**config.mk**
```make
export PLATFORM = sky130hd
export DESIGN_NAME = chien_search
export DESIGN_NICKNAME = d
export VERILOG_FILES = /design/src/rtl/chien_search.sv
export SDC_FILE = /design/constraint.sdc
export NUM_CORES = 1
export LEC_CHECK = 0
export CAP_MARGIN = 20
export CORE_AREA = 2 2 110 112
export CTS_CLUSTER_DIAMETER = 150
export DETAILED_ROUTE_END_ITERATION = 6
export DIE_AREA = 0 0 112 114
export PLACE_DENSITY_LB_ADDON = 0.15
export SETUP_SLACK_MARGIN = 0.2
export SLEW_MARGIN = 30
export SYNTH_ARGS = -nofsm -noshare
export SYNTH_HDL_FRONTEND = slang
export SYNTH_SLANG_ARGS = --single-unit
```
**constraint.sdc**
```tcl
create_clock -name clk -period 4.2 [get_ports clk]
set_input_delay 1.26 -clock clk [delete_from_list [all_inputs] [get_ports clk]]
set_output_delay 1.26 -clock clk [all_outputs]
set_load 0.005 [all_outputs]
```
**src/rtl/chien_search.sv**
```systemverilog
// rtl/chien_search.sv - Chien search root locator for binary BCH codes over GF(2^6/2^8/2^10)
//
// Evaluates the error locator L(x) = 1 + s1*x + s2*x^2 + s3*x^3 + s4*x^4 at
// x = alpha^(-p) for p = 0..n-1, one position per clock, and reports every
// root as an error position in ascending order.
//
// Ports:
//   clk              sole clock, rising edge
//   rst              synchronous active-high reset
//   start            one-cycle search request, accepted only while busy=0
//   code[1:0]        field select: 1 -> GF(2^6)/n=63, 2 -> GF(2^8)/n=255,
//                    0 or 3 -> GF(2^10)/n=1023
//   deg[2:0]         locator degree (0..4)
//   sigma1..sigma4   locator coefficients, polynomial basis, bits >= m ignored
//   busy             search in progress
//   loc_valid/loc    one-cycle pulse and error position per root found
//   done             one-cycle end-of-search pulse
//   err_cnt[2:0]     roots found (saturates at 4), held until next start
//   fail             decoding failure, valid with done, held until next start
module chien_search (
    input  logic       clk,
    input  logic       rst,
    input  logic       start,
    input  logic [1:0] code,
    input  logic [2:0] deg,
    input  logic [9:0] sigma1,
    input  logic [9:0] sigma2,
    input  logic [9:0] sigma3,
    input  logic [9:0] sigma4,
    output logic       busy,
    output logic       loc_valid,
    output logic [9:0] loc,
    output logic       done,
    output logic [2:0] err_cnt,
    output logic       fail
);

    typedef enum logic [1:0] {
        IDLE = 2'd0,
        SRCH = 2'd1,
        DONE = 2'd2
    } state_t;

    state_t     state;
    logic [1:0] code_q;
    logic [2:0] deg_q;
    logic [9:0] r1, r2, r3, r4;
    logic [9:0] pos;
    logic       flush;      // cycle n: last root result drains before DONE
    logic       ovf;        // a fifth root was seen

    // Keep only the low m bits of a field element.
    function automatic logic [9:0] mask_m(input logic [9:0] x, input logic [1:0] c);
        logic [9:0] mask;
        case (c)
            2'd1:    mask = 10'h03F;
            2'd2:    mask = 10'h0FF;
            default: mask = 10'h3FF;
        endcase
        return x & mask;
    endfunction

    // Multiply by alpha^(-1): shift right, folding in the field polynomial
    // (shifted right by one) whenever the constant term is set.
    function automatic logic [9:0] div_alpha(input logic [9:0] x, input logic [1:0] c);
        logic [9:0] ph;
        case (c)
            2'd1:    ph = 10'h021;
            2'd2:    ph = 10'h08E;
            default: ph = 10'h204;
        endcase
        return {1'b0, x[9:1]} ^ (x[0] ? ph : 10'h000);
    endfunction

    logic [9:0] lsum;
    logic       root;
    logic [9:0] pos_last;
    logic [9:0] r1_nxt, r2_nxt, r3_nxt, r4_nxt;

    always_comb begin
        lsum   = 10'h001 ^ r1 ^ r2 ^ r3 ^ r4;
        root   = (lsum == 10'h000);
        case (code_q)
            2'd1:    pos_last = 10'd62;
            2'd2:    pos_last = 10'd254;
            default: pos_last = 10'd1022;
        endcase
        r1_nxt = div_alpha(r1, code_q);
        r2_nxt = div_alpha(div_alpha(r2, code_q), code_q);
        r3_nxt = div_alpha(div_alpha(div_alpha(r3, code_q), code_q), code_q);
        r4_nxt = div_alpha(div_alpha(div_alpha(div_alpha(r4, code_q), code_q), code_q), code_q);
    end

    always_ff @(posedge clk) begin
        if (rst) begin
            state     <= IDLE;
            code_q    <= 2'd0;
            deg_q     <= 3'd0;
            r1        <= 10'd0;
            r2        <= 10'd0;
            r3        <= 10'd0;
            r4        <= 10'd0;
            pos       <= 10'd0;
            flush     <= 1'b0;
            ovf       <= 1'b0;
            busy      <= 1'b0;
            loc_valid <= 1'b0;
            loc       <= 10'd0;
            done      <= 1'b0;
            err_cnt   <= 3'd0;
            fail      <= 1'b0;
        end else begin
            loc_valid <= 1'b0;
            done      <= 1'b0;
            case (state)
                IDLE, DONE: begin
                    if (start) begin
                        code_q  <= code;
                        deg_q   <= deg;
                        r1      <= mask_m(sigma1, code);
                        r2      <= mask_m(sigma2, code);
                        r3      <= mask_m(sigma3, code);
                        r4      <= mask_m(sigma4, code);
                        pos     <= 10'd0;
                        flush   <= 1'b0;
                        ovf     <= 1'b0;
                        err_cnt <= 3'd0;
                        fail    <= 1'b0;
                        busy    <= 1'b1;
                        state   <= SRCH;
                    end else begin
                        state <= IDLE;
                    end
                end
                SRCH: begin
                    if (!flush) begin
                        if (root) begin
                            loc_valid <= 1'b1;
                            loc       <= pos;
                            if (err_cnt == 3'd4) begin
                                ovf  <= 1'b1;
                                fail <= 1'b1;
                            end else begin
                                err_cnt <= err_cnt + 3'd1;
                            end
                        end
                        r1 <= r1_nxt;
                        r2 <= r2_nxt;
                        r3 <= r3_nxt;
                        r4 <= r4_nxt;
                        if (pos == pos_last) begin
                            flush <= 1'b1;
                        end else begin
                            pos <= pos + 10'd1;
                        end
                    end else begin
                        flush <= 1'b0;
                        busy  <= 1'b0;
                        done  <= 1'b1;
                        fail  <= (err_cnt != deg_q) || ovf;
                        state <= DONE;
                    end
                end
                default: state <= IDLE;
            endcase
        end
    end

endmodule

```
## Word level (Yosys, flattened, before mapping)

Cells that the tools add are included.

| word-level totals | value |
|---|---|
| word-level logic and storage cells | 127 |
| input port bits | 48 |
| output and inout bits | 17 |
| register bits | 76 |

| operators by class | value |
|---|---|
| reduce and logical (&&, ||, !) cells | 16 |
| add/subtract/negate cells | 2 |
| bitwise logic cells | 20 |
| equal/unequal tests | 18 |
| muxes and demuxes | 55 |

Operators with widths:

| kind | number |
|---|---|
| $mux 10 | 24 |
| $pmux 10 s2 | 8 |
| $xor 9x10->10 | 10 |
| $and 10x10->10 | 4 |
| $xor 10x10->10 | 3 |
| $ne 2x2->1 const B | 7 |
| $mux 1 | 12 |
| $mux 3 | 4 |
| $add 10x1->10 const B | 1 |
| $eq 10x10->1 | 1 |
| $logic_not 10->1 | 1 |
| $reduce_and 5->1 | 2 |
| $reduce_and 3->1 | 3 |
| $pmux 1 s2 | 4 |
| $reduce_and 4->1 | 2 |
| $eq 2x1->1 const B | 3 |
| $eq 2x2->1 const B | 3 |
| $ne 3x3->1 const B | 2 |
| $pmux 3 s2 | 1 |
| $pmux 2 s2 | 1 |
| $reduce_and 2->1 | 2 |
| $reduce_or 2->1 | 2 |
| $add 3x1->3 const B | 1 |
| $eq 3x3->1 const B | 1 |
| 7 further kinds | 9 |

## Longest topological paths before layout

Gate-level depths: netlist of the first run.

| depth | value |
|---|---|
| word-level depth | 12 |
| depth in mapped cells | 10 |
| depth with buffers taken out | 9 |

## Worst setup path after synthesis of the first run

No wires, ideal clock.

| path | value |
|---|---|
| path type | input to register |
| from | input start |
| to | register pos[9] |
| library setup time | 72 ps |
| required time | 4128 ps |
| buffers on the path | 0 |
| cell stages on the path | 6 |
| slack | 1490 ps |
| arrival | 2638 ps |
| cells stage by stage | nor2b_1 -> nor2_1 -> a31oi_2 -> nand4_1 -> or3_1 -> a21oi_1 |

| between the ends | value |
|---|---|
| longest elaborated chain between the ends | 2 |

Ends and longest elaborated chain:

| what | RTL line | text |
|---|---|---|
| start: declaration | 23 | `input logic start,` |
| $ne 2x2->1 (no line) | -- |  |
| $reduce_and 4->1 (no line) | -- |  |
| end signal: assignment | 154 | `pos <= pos + 10'd1;` |
| end: declaration | 48 | `logic [9:0] pos;` |

Every way passes these cells.
A chain may end at the register's enable or synchronous reset.

## Final worst setup path of the first run

Same ends and word-level chain as after synthesis.

==> results of run 1 <==
==> metal layers <==
layer / vias up / track usage [%] / wire, microns
li1: 2082 / - / -
met1: 2007 / 27.5 / 5950
met2: 102 / 35.1 / 6410
met3: 25 / 4.99 / 659
met4: 0 / 7.15 / 259
met5: - / 0 / 0
==> worst max-delay path, stage by stage <==
cell,delay (ps)
clkdlybuf4s50_1,490
nor2b_1,210
nor2_2,80
a31oi_2,390
nand4_1,310
or3_1,430
a21oi_1,140
==> cell families (layout without fill, tap and decap cells) <==
| family | count (synthesis) | after routing | synth area share [%] |
|---|---|---|---|
| AND/OR/NAND/NOR | 216 | 216 | 22.5 |
| XOR/XNOR | 86 | 86 | 16.6 |
| flip-flops | 76 | 76 | 33.4 |
| AO/OA/AOI/OAI | 125 | 125 | 17.8 |
| adder cells (fa/ha/maj) | 8 | 8 | 2.20 |
| multiplexers | 13 | 13 | 2.89 |
| buffers and inverters | 53 | 100 | 4.62 |
==> Yosys cell counts (2+ instances only) <==
cell,instances
a311oi_1,7
o22ai_1,4
a211o_1,3
nand4_1,6
nor2_1,63
buf_1,2
nand3_1,13
nor3_1,12
nor2b_1,5
and4_1,3
nand2_1,67
mux2i_1,12
o211ai_1,4
o21ai_0,23
clkbuf_1,35
or4_1,2
and3_1,10
xnor2_1,57
a211oi_1,19
o21a_1,6
dfxtp_1,76
or3_1,10
a21boi_0,2
inv_1,12
xor2_1,29
a221oi_1,2
buf_2,3
nor3b_1,10
a32oi_1,7
nand2b_1,9
ha_1,8
a31oi_1,7
and2_1,2
a21oi_1,35
==> through the flow <==
step / setup slack (ps) / instance area [sq um] / total power [mW] / hold WS [ps]
5_1_grt: 995 / 5580 / 2.25 / 493
6_report: 1150 / 5580 / 2.14 / 473
2_1_floorplan: 1490 / 4550 / 1.21 / 438
3_5_place_dp: 826 / 5280 / 1.36 / 466
4_1_cts: 1170 / 5580 / 2.16 / 475
3_3_place_gp: 872 / 5280 / 1.35 / 459
==> worst paths after layout <==
| kind | startpoint | to | slack (ps) |
|---|---|---|---|
| max | start | pos[9] | 1150 |
| min | deg_q[0] | deg_q[0] | 470 |
| max reg2reg | code_q[1] | r4[5] | 1260 |
| min reg2reg | deg_q[0] | deg_q[0] | 470 |
==> flip-flops by register name, indices dropped and copies added (netlist names) <==
register / count
busy: 1
code_q: 2
deg_q: 3
done: 1
err_cnt: 3
fail: 1
flush: 1
loc: 10
loc_valid: 1
ovf: 1
pos: 10
r1: 10
r2: 10
r3: 10
r4: 10
state: 2
==> area by class of cell <==
type	count	share of cell area, %
Clock buffer	11	4.35
Timing Repair Buffer	72	12.5
Sequential cell	76	27.3
Multi-Input combinational cell	448	50.7
Clock inverter	5	1.10
Tap cell	147	3.30
Inverter	12	0.807
==> power by group <==
group	internal (mW)	switching, mW
Clock	0.478	0.316
Combinational	0.238	0.276
Sequential	0.771	0.0663
Total	1.49	0.659
==> impl_metrics.ini, run 1 <==
[logic_synthesis]
synth-edff-count = 0
synth-async-reset-ratio_pct = 0
synth_top_cell_area_share_pct = 33.4
yosysUniqueCellTypes = 46
synthCells = 577
ys_seq_elements = 76
syn-num-nets = 633
yosysWarnings = 0
ys.flop_type = dfxtp_1
syn_area_sq_mm = 0.00455
synth_area_leader_cell = dfxtp_1
avgSynthCellArea_sq_um = 7.88
synth_area_leaders = dfxtp_1 (33%), xnor2_1 (11%), xor2_1 (5.6%), nand2_1 (5.5%), nor2_1 (5.2%)
ys_seq_area_share_pct = 33.4

[worst_setup_path]
start_kind = input pin
r2r_cells = 9
worst-endpoint-arrival_ps = 3320
endpoint_kind = register
worst-setup-path-type = in -> reg
crit_path_max_fanout = 8
crit_required_ps = 4460

[cts]
cts_tree = done
htreeDepth = 3
clock_latency_ps = 340
cts.sinks = 76
numCtsBuffers = 9
cts_setup_buffers = 0
clockBufferDepth = 2
ctsHoldBuffers = 0
cts_resized = 0
clk_pin_slew_ps = 60
root_buffer = clkbuf_16

[place]
portBuffers = 64
place_inst = 755
hpwl_microns = 9110
globalplace.congestion = 0.841

[timing]
period_needed_ps = 3050
slew_headroom_pct = 35.1
rsz0062_at_grt = false
fmax_ghz = 0.327
slew_viol_final = 0
skew_ps = 5.44
hold_viol_final = 0
setup_viol = 0
fin_tns_setup_ps = 0
worstMarginPinSlew_ps = 974
fin_crit_sh_pct = 72.7

[layout]
final_common_cell = dfxtp_1
area_growth_pct = 22.7
final_cell_mix = dfxtp_1 (76), nand2_1 (67), clkdlybuf4s50_1 (63)
layout.nets = 675
antennaDiodeCount = 0
final_cells = 771
fill_cells = 1211
seq_area_sq_mm = 0.00152
drive_gt1_share_pct = 4.81
multiInputGateArea_sq_mm = 0.00283
utilization_pct = 47.7

[floorplan]
coreArea_sq_mm = 0.0117
start_util_pct = 38.8
dieArea_sq_mm = 0.0128
num_rows = 40
num_io_pins = 65
die_x_microns = 112
die_h_microns = 114

[route]
wirelength_microns = 13300
final_antenna_net_count = 0
drc = 0
wl_per_cell_microns = 17.2
vias = 4216
drtIter0Drc = 292
vias_per_cell = 5.47
drt_pass1_iterations = 4

[grt]
grt_pass1_wl_microns = 21700
grt_pass1_vias = 4172
grt_usage_pct = 21.3
antenna_found_initial = 0
overflow = 0
grt_max_degree = 55

[pwr]
power.density_mw_per_mm2 = 384
p_leak_nw = 2.03
ir_worst_vdd_mv = 0.208

[run_status]
outcome = finished, final reports clean

[hold_path]
whs_path_depth = 2
hp-class = reg -> reg

[flow_run]
cap_violations = 0
Power figures use the tool's default switching activity.
==> run 2: changes to the inputs <==
==> constraint.sdc (replaced) <==
create_clock -name clk -period 2.85 [get_ports clk]
set_input_delay 0.855 -clock clk [delete_from_list [all_inputs] [get_ports clk]]
set_output_delay 0.855 -clock clk [all_outputs]
set_load 0.005 [all_outputs]
==> run 2 against run 1 <==
- non-clock buffer count is 18 higher
- sequential share of layout area is 0.82 points lower
- sequential cell count stayed put
- combinational power is 59% higher
- first-iteration DRC count is 23% lower
- total power is 50% higher
- critical path depth is 3 higher
- worst setup slack worse by 800 ps
- register-to-register slack worse by 910 ps
- via count is 2.4% higher
- worst hold slack worse by 3.1 ps
- clock power is 49% higher
- critical endpoint is now r4[3]
- largest cell class unchanged
- largest power group unchanged
- highest routed layer unchanged
==> impl_metrics.ini, run 2 (synthesized netlist as in run 1, its figures left out) <==
[flow_run]
cap_violations = 0

[run_status]
outcome = finished, final reports clean

[timing]
period_needed_ps = 2500
hold_viol_final = 0
fmax_ghz = 0.399
slew_viol_final = 0
fin_tns_setup_ps = 0
rsz0062_at_grt = false
fin_crit_sh_pct = 87.9
skew_ps = 9.93
setup_viol = 0
worst_hold_slack_ps = 470
worstMarginPinSlew_ps = 610
slew_headroom_pct = 59.3
final.setup.worst_slack_ps = 345

[worst_setup_path]
reg2reg_from = code_q[0]
cp-endpoint = r4[3]
endpoint_kind = register
critPathTopFamily = compound AO/OA/AOI/OAI gates
worst_path_max_delay_cell = dfxtp_1
crit_path_max_fanout = 9
start_kind = register
r2r_setup_slack_ps = 350
setup.worst_path.start = code_q[0]
r2r_end = r4[3]
r2r_cells = 10
path_buf_inv = 2
worstSetupPathDepth = 10
worst-setup-path-type = reg -> reg
worst_path_largest_cell_delay_ps = 350
worst-endpoint-arrival_ps = 2710
crit_required_ps = 3050
path_cells = inv_1, ha_2, buf_4, and3_1, a21oi_1, o311a_1, nor3_1, o21a_1, xor2_1, o32ai_1

[grt]
antenna_found_initial = 0
grt_max_degree = 55
overflow = 0
grt_pass1_wl_microns = 21800
grt_pass1_vias = 4221
grt_usage_pct = 21.6

[hold_path]
min_from = deg_q[2]
hp-class = reg -> reg

[cts]
htreeDepth = 3
cts_resized = 0
root_buffer = clkbuf_16
ctsHoldBuffers = 0
cts_tree = done
cts.sinks = 76
cts_setup_buffers = 0
clk_pin_slew_ps = 60
clockBufferDepth = 2
clock_latency_ps = 340
numCtsBuffers = 9

[layout]
layout.cell_area.non_filler_sq_mm = 0.00576
antennaDiodeCount = 0
final_cells = 789
utilization_pct = 49.1
layout.nets = 693
final_common_cell = dfxtp_1
final_cell_mix = dfxtp_1 (76), nand2_1 (67), clkdlybuf4s50_1 (63)
area_growth_pct = 26.5
drive_gt1_share_pct = 8.10

[route]
drtIter0Drc = 226
vias = 4318
drt_pass1_iterations = 4
drc = 0
wl_per_cell_microns = 17.1
vias_per_cell = 5.47
final_antenna_net_count = 0
wirelength_microns = 13500

[floorplan]
coreArea_sq_mm = 0.0117
die_h_microns = 114
dieArea_sq_mm = 0.0128
start_util_pct = 38.8
num_io_pins = 65
die_x_microns = 112
num_rows = 40

[place]
hpwl_microns = 9420
globalplace.congestion = 0.870
place_ws_ps = 144
portBuffers = 64
placed_cell_area_sq_mm = 0.00544
place_inst = 773

[pwr]
ir_worst_vdd_mv = 0.339
p_leak_nw = 2.13
power.density_mw_per_mm2 = 560
finalPower_mw = 3.22
-- run 2: cell types whose count changed in the layout (fill, tap and decap cells not counted) --
cell / change
or4_1: -1
xnor2_1: -1
clkinv_2: +1
inv_6: +1
ha_2: +2
buf_4: +16
ha_1: -2
xnor2_2: +1
clkinv_4: -1
clkinvlp_4: -1
or4_4: +1
buf_12: +2
-- run 2: power by group --
part | internal (mW) | leakage [nW] | switching, mW
Clock | 0.704 | 0.142 | 0.473
Combinational | 0.387 | 1.37 | 0.432
Sequential | 1.14 | 0.623 | 0.0909
Total | 2.23 | 2.13 | 0.996
-- run 2: tightest hold or removal path: stages, from the launching register on --
cell and delay (ps):
dfxtp_1 310, nand2_1 50, a21oi_1 50
-- run 2: final cells by class --
class	instances	area (sq um)
Sequential cell	76	1520
Multi-Input combinational cell	448	2850
Clock inverter	5	58.8
Timing Repair Buffer	90	856
Inverter	12	45.0
Tap cell	147	184
Fill cell	1191	5960
Clock buffer	11	243
-- run 2: worst min-delay path by stage --
stage                     endpoint  slack (ps)  cells after the start
final                     deg_q[2]         470                      2
after global placement    deg_q[0]         460                      2
after detailed placement  deg_q[2]         470                      2
after CTS                 deg_q[2]         480                      2
after global routing      deg_q[1]         490                      2
after floorplan                ovf         440                      2
-- run 2: per-layer routing --
metal / track usage [%] / wire length (microns) / vias to the layer above
met5: 0 / 0 / -
met1: 27.9 / 6110 / 2064
li1: - / - / 2129
met4: 6.50 / 269 / 0
met2: 37.0 / 6470 / 107
met3: 3.93 / 659 / 18
==> run 3: changes to the inputs <==
--- a/config.mk
+++ b/config.mk
@@ -6,10 +6,10 @@
 export NUM_CORES = 1
 export LEC_CHECK = 0
 export CAP_MARGIN = 20
-export CORE_AREA = 2 2 110 112
+export CORE_AREA = 2 2 102 104
 export CTS_CLUSTER_DIAMETER = 150
 export DETAILED_ROUTE_END_ITERATION = 6
-export DIE_AREA = 0 0 112 114
+export DIE_AREA = 0 0 104 106
 export PLACE_DENSITY_LB_ADDON = 0.15
 export SETUP_SLACK_MARGIN = 0.2
 export SLEW_MARGIN = 30
==> run 3 against run 2 <==
- routed wire length fell by 4.2%
- sequential power barely moved
- fmax rose by 0.85%
- largest cell class unchanged
- die area fell by 14%
- cell area fell by 2.6%
- cell count fell by 1.6%
- non-clock buffer count fell by 2
- critical path depth fell by 2
- sequential share of layout area rose by 0.70 points
- first-iteration DRC count rose by 4.9%
- count of clock-buffer cells in the layout did not move
- via count fell by 0.53%
==> impl_metrics.ini, run 3 (synthesized netlist as in run 1, its figures left out) <==
[run_status]
outcome = finished, final reports clean

[place]
place_ws_ps = 139
hpwl_microns = 9190
globalplace.congestion = 0.884
portBuffers = 64

[floorplan]
num_rows = 37
start_util_pct = 45.5
num_io_pins = 65
dieArea_sq_mm = 0.0110
die_x_microns = 104
coreArea_sq_mm = 0.0100
die_h_microns = 106

[route]
vias_per_cell = 5.53
vias = 4295
drt_pass1_iterations = 5
final_antenna_net_count = 0
drtIter0Drc = 237
wl_per_cell_microns = 16.7
wirelength_microns = 12900
drc = 0

[grt]
grt_pass1_vias = 4265
grt_usage_pct = 24.1
overflow = 0
antenna_found_initial = 0
grt_max_degree = 55
grt_pass1_wl_microns = 21200

[layout]
area_growth_pct = 23.3
layout.nets = 691
antennaDiodeCount = 0
fill_cells = 982
drive_gt1_share_pct = 7.81
final_cell_mix = dfxtp_1 (76), nand2_1 (67), clkdlybuf4s50_1 (63)
seq_area_sq_mm = 0.00152
multiInputGateArea_sq_mm = 0.00285
final_common_cell = dfxtp_1

[pwr]
finalPower_mw = 2.82
clock_power_share_pct = 28.1
power.density_mw_per_mm2 = 503
seqPwrFrac_pct = 43.3
ir_worst_vdd_mv = 0.331
pwr-share-comb_pct = 28.6
p_int_mw = 1.88
switching_share_pct = 33.3
p_leak_nw = 2.08
p_switching_mw = 0.940

[timing]
hold_viol_final = 0
worst_hold_slack_ps = 473
fmax_ghz = 0.403
setup_viol = 0
slew_headroom_pct = 43.0
skew_ps = 13.0
period_needed_ps = 2480
fin_tns_setup_ps = 0
fin_crit_sh_pct = 87.1
worstMarginPinSlew_ps = 854
final.setup.worst_slack_ps = 366
slew_viol_final = 0
rsz0062_at_grt = false

[worst_setup_path]
worst-setup-path-type = reg -> reg
endpoint_kind = register
crit_path_max_fanout = 10
r2r_setup_slack_ps = 370
crit_required_ps = 3080
start_kind = register
worst-endpoint-arrival_ps = 2710

[cts]
root_buffer = clkbuf_8
clockBufferDepth = 2
numCtsBuffers = 9
clk_pin_slew_ps = 90
cts_tree = done
clock_latency_ps = 360
cts.sinks = 76
cts_setup_buffers = 0
cts_resized = 0
ctsHoldBuffers = 0
htreeDepth = 3

[flow_run]
cap_violations = 0

[hold_path]
hp-class = reg -> reg
## run 3: cell types whose count changed in the layout (fill, tap and decap cells not counted), sizes merged
| cell | before | now |
|---|---|---|
| buf | 27 | 25 |
| bufinv | 1 | 0 |
| clkinv | 1 | 2 |
## run 3: worst max-delay path: stages (launching register included)
cell,delay (ps)
dfxtp_1,390
ha_1,440
and3_1,220
a21oi_1,60
o311a_1,340
or4_1,440
a211o_1,320
nand3_1,80
a21oi_1,60
## run 3: per-layer routing
layer / up-vias / share of wire (%) / global-route usage [%]
met5: - / 0 / 0
met4: 0 / 2.2 / 9.36
met3: 25 / 5.2 / 5.03
met2: 119 / 48 / 41.6
met1: 2031 / 44 / 29.6
li1: 2120 / - / -
## run 3: area by class of cell
cell class | instances | area share, %
Inverter | 12 | 0.803
Timing Repair Buffer | 88 | 15.0
Clock inverter | 5 | 0.602
Sequential cell | 76 | 27.1
Clock buffer | 11 | 2.70
Tap cell | 136 | 3.03
Multi-Input combinational cell | 448 | 50.7
## run 3: worst paths after layout
| kind | from | endpoint | cells after the start |
|---|---|---|---|
| min reg2reg | deg_q[0] | deg_q[0] | 2 |
| min | deg_q[0] | deg_q[0] | 2 |
| max | code_q[0] | r4[2] | 8 |
| max reg2reg | code_q[0] | r4[2] | 8 |
## run 3: power by group through the flow
| stage | combinational [mW] | clock [mW] | sequential, mW |
|---|---|---|---|
| after floorplan | 0.560 | 0 | 1.22 |
| after global placement | 0.786 | 0 | 1.24 |
| after detailed placement | 0.795 | 0 | 1.24 |
| after CTS | 0.801 | 0.803 | 1.22 |
| after global routing | 0.887 | 0.849 | 1.23 |
| final | 0.807 | 0.793 | 1.22 |
## run 3: through the flow
| step | std cells | utilization [%] | area [sq um] |
|---|---|---|---|
| after floorplan | 577 | - | 4550 |
| after global placement | 760 | 54.1 | 5410 |
| after detailed placement | 760 | 54.1 | 5410 |
| after CTS | 776 | 55.9 | 5590 |
| after global routing | 776 | 56.1 | 5610 |
| final | 776 | 56.1 | 5610 |
